File: src/rtl/mem_arbiter_pkg.sv
// Shared types and defaults for the main-memory arbiter
// and the cache fill/writeback blocks that use it.
package mem_arbiter_pkg;

  typedef enum logic [1:0] {
    IDLE = 2'd0,
    I_RD = 2'd1,
    D_RD = 2'd2,
    D_WR = 2'd3
  } state_e;

  localparam logic GNT_I = 1'b0;
  localparam logic GNT_D = 1'b1;

  localparam int DEF_LINE_WORDS = 4;
  localparam int DEF_BEAT_W     = 2;

endpackage

File: src/rtl/mem_arbiter_rr_arb2.sv
// Two-input round-robin picker: on a tie the requester
// that was not granted last wins.
module rr_arb2
  import mem_arbiter_pkg::*;
(
  input  logic clk,
  input  logic rst,
  input  logic ireq_i,
  input  logic dreq_i,
  input  logic upd_i,
  output logic gnt_o,
  output logic last_o
);

  logic last_q;

  // Winner: lone requester, or the non-last one on a tie.
  always_comb begin
    gnt_o = GNT_I;
    if (ireq_i && dreq_i) begin
      gnt_o = ~last_q;
    end else if (dreq_i) begin
      gnt_o = GNT_D;
    end
  end

  // Remember who got the port; I counts as last after reset.
  always_ff @(posedge clk) begin
    if (rst) begin
      last_q <= GNT_I;
    end else if (upd_i) begin
      last_q <= gnt_o;
    end
  end

  assign last_o = last_q;

endmodule

File: src/rtl/mem_arbiter.sv
// Unified memory port shared between I-cache fills and
// D-cache fills/writebacks, one line burst per grant.
module mem_arbiter
  import mem_arbiter_pkg::*;
#(
  parameter int ADDR_W     = 16,
  parameter int DATA_W     = 16,
  parameter int LINE_WORDS = DEF_LINE_WORDS,
  parameter int BEAT_W     = DEF_BEAT_W
) (
  input  logic              clk,
  input  logic              rst,
  input  logic              i_req,
  input  logic [ADDR_W-1:0] i_addr,
  output logic [DATA_W-1:0] i_rdata,
  output logic              i_rvalid,
  output logic [BEAT_W-1:0] i_beat,
  output logic              i_done,
  input  logic              d_req,
  input  logic              d_wr,
  input  logic [ADDR_W-1:0] d_addr,
  input  logic [DATA_W-1:0] d_wdata,
  output logic [DATA_W-1:0] d_rdata,
  output logic              d_rvalid,
  output logic [BEAT_W-1:0] d_beat,
  output logic              d_done,
  output logic              mem_re,
  output logic              mem_we,
  output logic [ADDR_W-1:0] mem_addr,
  output logic [DATA_W-1:0] mem_wdata,
  input  logic [DATA_W-1:0] mem_rdata,
  input  logic              mem_rdy
);

  localparam logic [BEAT_W-1:0] LAST =
    BEAT_W'(LINE_WORDS - 1);

  state_e            state_q, state_d;
  logic [BEAT_W-1:0] beat_q, beat_d;
  logic [ADDR_W-1:0] base_q, base_d;
  logic              gnt;
  logic              upd;
  logic              last_unused;
  logic              fin;

  rr_arb2 u_arb (
    .clk    (clk),
    .rst    (rst),
    .ireq_i (i_req),
    .dreq_i (d_req),
    .upd_i  (upd),
    .gnt_o  (gnt),
    .last_o (last_unused)
  );

  assign fin = mem_rdy && (beat_q == LAST);

  // Grant in IDLE, then step beats on each mem_rdy.
  always_comb begin
    state_d   = state_q;
    beat_d    = beat_q;
    base_d    = base_q;
    upd       = 1'b0;
    mem_re    = 1'b0;
    mem_we    = 1'b0;
    mem_addr  = '0;
    mem_wdata = '0;
    i_rdata   = '0;
    i_rvalid  = 1'b0;
    i_beat    = '0;
    i_done    = 1'b0;
    d_rdata   = '0;
    d_rvalid  = 1'b0;
    d_beat    = '0;
    d_done    = 1'b0;
    unique case (state_q)
      IDLE: begin
        if (i_req || d_req) begin
          upd    = 1'b1;
          beat_d = '0;
          if (gnt == GNT_D) begin
            base_d  = {d_addr[ADDR_W-1:BEAT_W],
                       {BEAT_W{1'b0}}};
            state_d = d_wr ? D_WR : D_RD;
          end else begin
            base_d  = {i_addr[ADDR_W-1:BEAT_W],
                       {BEAT_W{1'b0}}};
            state_d = I_RD;
          end
        end
      end
      I_RD: begin
        mem_re   = 1'b1;
        i_beat   = beat_q;
        i_rvalid = mem_rdy;
        i_rdata  = mem_rdy ? mem_rdata : '0;
        i_done   = fin;
      end
      D_RD: begin
        mem_re   = 1'b1;
        d_beat   = beat_q;
        d_rvalid = mem_rdy;
        d_rdata  = mem_rdy ? mem_rdata : '0;
        d_done   = fin;
      end
      D_WR: begin
        mem_we    = 1'b1;
        mem_wdata = d_wdata;
        d_beat    = beat_q;
        d_done    = fin;
      end
      default: state_d = IDLE;
    endcase
    if (state_q != IDLE) begin
      mem_addr = {base_q[ADDR_W-1:BEAT_W], beat_q};
      if (mem_rdy) begin
        beat_d = beat_q + BEAT_W'(1);
        if (beat_q == LAST) begin
          state_d = IDLE;
        end
      end
    end
  end

  // Burst state, beat index and latched line base.
  always_ff @(posedge clk) begin
    if (rst) begin
      state_q <= IDLE;
      beat_q  <= '0;
      base_q  <= '0;
    end else begin
      state_q <= state_d;
      beat_q  <= beat_d;
      base_q  <= base_d;
    end
  end

endmodule
File: config.mk
export PLATFORM = sky130hd
export DESIGN_NAME = mem_arbiter
export DESIGN_NICKNAME = d
export VERILOG_FILES = /design/src/rtl/mem_arbiter_pkg.sv /design/src/rtl/mem_arbiter_rr_arb2.sv /design/src/rtl/mem_arbiter.sv
export SDC_FILE = /design/constraint.sdc
export NUM_CORES = 1
export LEC_CHECK = 0
export ABC_AREA = 1
export CORE_ASPECT_RATIO = 0.75
export CORE_MARGIN = 8
export CORE_UTILIZATION = 28
export CTS_CLUSTER_DIAMETER = 30
export DETAILED_ROUTE_END_ITERATION = 16
export PLACE_DENSITY = 0.79
export SLEW_MARGIN = 20
export SYNTH_ARGS = -nofsm -noshare
export SYNTH_HDL_FRONTEND = slang
export SYNTH_SLANG_ARGS = --single-unit
File: constraint.sdc
create_clock -name clk -period 1.25 [get_ports clk]
set_input_delay 0.25 -clock clk [delete_from_list [all_inputs] [get_ports clk]]
set_output_delay 0.25 -clock clk [all_outputs]
set_load 0.02 [all_outputs]
==> results.yml, run 1 <==
detailed_routing:
  postRouteAntennaNets: 0
  highest_layer: "met4"
  routedWlPerCell_um: 20.0
  vias: 2471
  met2_wirelength_um: 5910
  vias_per_cell: 4.76
  drtIter0Drc: 125
  wl_met3_um: 446
  met1_length_um: 3380
  drc: 0
  first_pass_iters: 4
  finalWirelength_um: 10400
clocking:
  numCtsBuffers: 3
  cts_tree: "done"
  cts_sinks: 19
  htree_levels: 1
  clk_pin_slew_ps: 80
  clk_path_buf_depth: 2
  cts_hold_buf: 0
  cts_root_buf: "clkbuf_8"
  clock_latency_ps: 260
logic_synthesis:
  synth.yosys.seq_area_share_pct: 24.3
  mappedNetlistArea_mm2: 0.00157
  synth_edf_count: 0
  synth_top_area_cell: "dfxtp_1"
  syn_inst: 278
  synth_ff_type: "dfxtp_1"
  ys_ff_latch: 19
  async_flop_share_pct: 0
  yosysWarnings: 0
  synth.avg_cell_area_um2: 5.64
  synth_fp_nets: 353
  yosys-top-cells-count: "nand2_1 (73), inv_1 (72), nor2_1 (58)"
  synth.most_common_cell: "nand2_1"
  synth_top_area_share_pct: 24.3
  ys_types: 20
  synth_area_leaders: "dfxtp_1 (24%), nand2_1 (17%), inv_1 (17%), nor2_1 (14%), nand3b_1 (6.7%)"
power_and_ir_drop:
  power.density_mw_per_mm2: 731
  vdd_ir_drop_max_mv: 0.413
  leakagePower_nw: 2.07
critical_path:
  crit_path_end_kind: "output pin"
  critPathMaxStageDelay_ps: 380
  crit_path_start_kind: "register"
  arrival_ps: 1410
  path_max_fanout: 5
  critPathSlowestCell: "dfxtp_4"
  cp_cell_sequence: "inv_4 > ha_4 > nand2_8 > buf_8 > nor2_4 > buf_6"
  critPathKind: "reg2out"
  crit_required_ps: 1000
timing:
  fin_crit_ps: 1660
  fmax_ghz: 0.603
  setup_viol: 93
  rsz0062_at_grt: "true"
  max-slew-margin-rel_pct: 68.5
  tightest_slew_ps: 473
  skew_ps: 4.37
  hold_viol_final: 0
  maxSlewViolCount: 0
  setup_ws_ps: -408
  fin_crit_sh_pct: 133
grt:
  grt_max_degree: 18
  antenna_found_initial: 0
  grt_pass1_vias: 2473
  grt_usage_pct: 19.8
  overflow: 0
  grt_first_pass_wirelength_um: 12900
die:
  placementRows: 23
  initial_utilization_pct: 29.1
  design.die.area_mm2: 0.00827
  dieWidth_um: 102
  chipHeight_um: 80.8
  ios: 144
  core_mm2: 0.00538
placed_design:
  place_hpwl_um: 5950
  routabilityCongestion: 0.819
  port_buffers: 139
  placed_area_mm2: 0.00350
min_path:
  hp-class: "reg2reg"
layout:
  drive_gt1_share_pct: 55.9
  syn_to_final_growth_pct: 177
  fin_area_mm2: 0.00434
  nets: 520
  n_antenna_cell: 0
  final_util_pct: 80.7
run:
  drv_cap: 0
run_status:
  outcome: "finished, violations left"
  violations: "setup timing"
-- power by group --
part           internal (mW)  switching [mW]  leakage (nW)  total, mW
registers              0.686          0.0590         0.158      0.745
clock network          0.222           0.221        0.0255      0.443
logic                  0.951            1.04          1.88       1.99
-- registers in the layout, indices dropped and copies added, names as in the netlist --
| register | cells |
|---|---|
| beat_q | 2 |
| state_q | 2 |
| base_q | 14 |
| u_arb.last_o | 1 |
-- cell type report --
| class | instances | area (µm²) |
|---|---|---|
| Clock buffer | 3 | 41.3 |
| Clock inverter | 1 | 5.00 |
| Fill cell | 295 | 1040 |
| Inverter | 74 | 300 |
| Multi-Input combinational cell | 173 | 1540 |
| Sequential cell | 19 | 388 |
| Tap cell | 75 | 93.8 |
| Timing Repair Buffer | 174 | 1970 |
-- metrics by stage --
| stage | TNS [ps] | power, mW | setup slack, ps | cells | hold slack (ps) |
|---|---|---|---|---|---|
| 2_1_floorplan | -1430 | 1.54 | -43.7 | 278 | 319 |
| 3_3_place_gp | -52460 | 2.10 | -819 | 503 | 438 |
| 3_5_place_dp | -54540 | 2.13 | -853 | 503 | 447 |
| 4_1_cts | -26960 | 2.89 | -346 | 516 | 457 |
| 5_1_grt | -34060 | 3.30 | -439 | 519 | 472 |
| 6_report | -31150 | 3.18 | -408 | 519 | 457 |
-- worst max-delay path: cells and delay by family, from the launching register on --
family | cells | cell delay, ps
adder cells (fa/ha/maj) | 1 | 180
buffers and inverters | 3 | 390
flip-flops | 1 | 380
AND/OR/NAND/NOR | 2 | 190
-- cell families (layout without fill, tap and decap cells) --
logic type / count (synthesis) / in the layout / synth area share, %
DFF: 19 / 19 / 24.3
AOI/OAI and AO/OA: 5 / 5 / 1.84
adders and majority gates: 5 / 5 / 3.99
and+or+nand+nor: 163 / 163 / 47.8
buffers and inverters: 86 / 252 / 22.1
-- final timing paths --
| kind | startpoint | end | slack (ps) | cells past startpoint |
|---|---|---|---|---|
| max | state_q[0] | d_rdata[8] | -410 | 6 |
| max reg2reg | state_q[0] | base_q[5] | -360 | 9 |
| min reg2reg | base_q[7] | base_q[7] | 460 | 2 |
| min | base_q[7] | base_q[7] | 460 | 2 |
-- per-layer routing --
metal	global-route usage (%)	vias to the layer above
met3	2.99	50
met5	0	-
met2	38.5	102
met1	20.6	1195
li1	-	1124
met4	8.76	0
-- cells in the final DEF, fill, tap and decap left out, types with 3 or more instances in the layout --
master and count:
buf_8 3, clkbuf_8 3, ha_4 4, nor2_2 4
inv_2 19, clkdlybuf4s50_1 64, nand2_4 17, nand3b_1 14
buf_6 82, nand3_2 12, nand2_1 48, nand2_2 7
a21oi_2 3, inv_1 48, nor2_1 3, nor2_4 51
buf_12 8, buf_4 12, inv_4 4, nand3_4 4
dfxtp_1 17
-- what timing repair did --
| item | CTS | global route |
|---|---|---|
| setup buffers | 6 | 6 |
| pin swaps | 27 | 19 |
| cloned | 3 | 2 |
| gates resized for setup | 490 | 96 |
| setup endpoints to repair | 93 | 93 |
Power figures use the tool's default switching activity.
==> inputs of run 2 (changes only) <==
--- a/config.mk
+++ b/config.mk
@@ -11,6 +11,7 @@
 export CORE_UTILIZATION = 28
 export CTS_CLUSTER_DIAMETER = 30
 export DETAILED_ROUTE_END_ITERATION = 16
+export HOLD_SLACK_MARGIN = 0.12
 export PLACE_DENSITY = 0.79
 export SLEW_MARGIN = 20
 export SYNTH_ARGS = -nofsm -noshare
==> results of run 2 <==
Final layout, timing and power as in run 1 (identical DEF).
==> inputs of run 3 (changes only) <==
--- a/config.mk
+++ b/config.mk
@@ -9,7 +9,7 @@
 export CORE_ASPECT_RATIO = 0.75
 export CORE_MARGIN = 8
 export CORE_UTILIZATION = 28
-export CTS_CLUSTER_DIAMETER = 30
+export CTS_CLUSTER_DIAMETER = 200
 export DETAILED_ROUTE_END_ITERATION = 16
 export HOLD_SLACK_MARGIN = 0.12
 export PLACE_DENSITY = 0.79
==> results of run 3 <==
Final layout, timing and power as in run 1 (identical DEF).
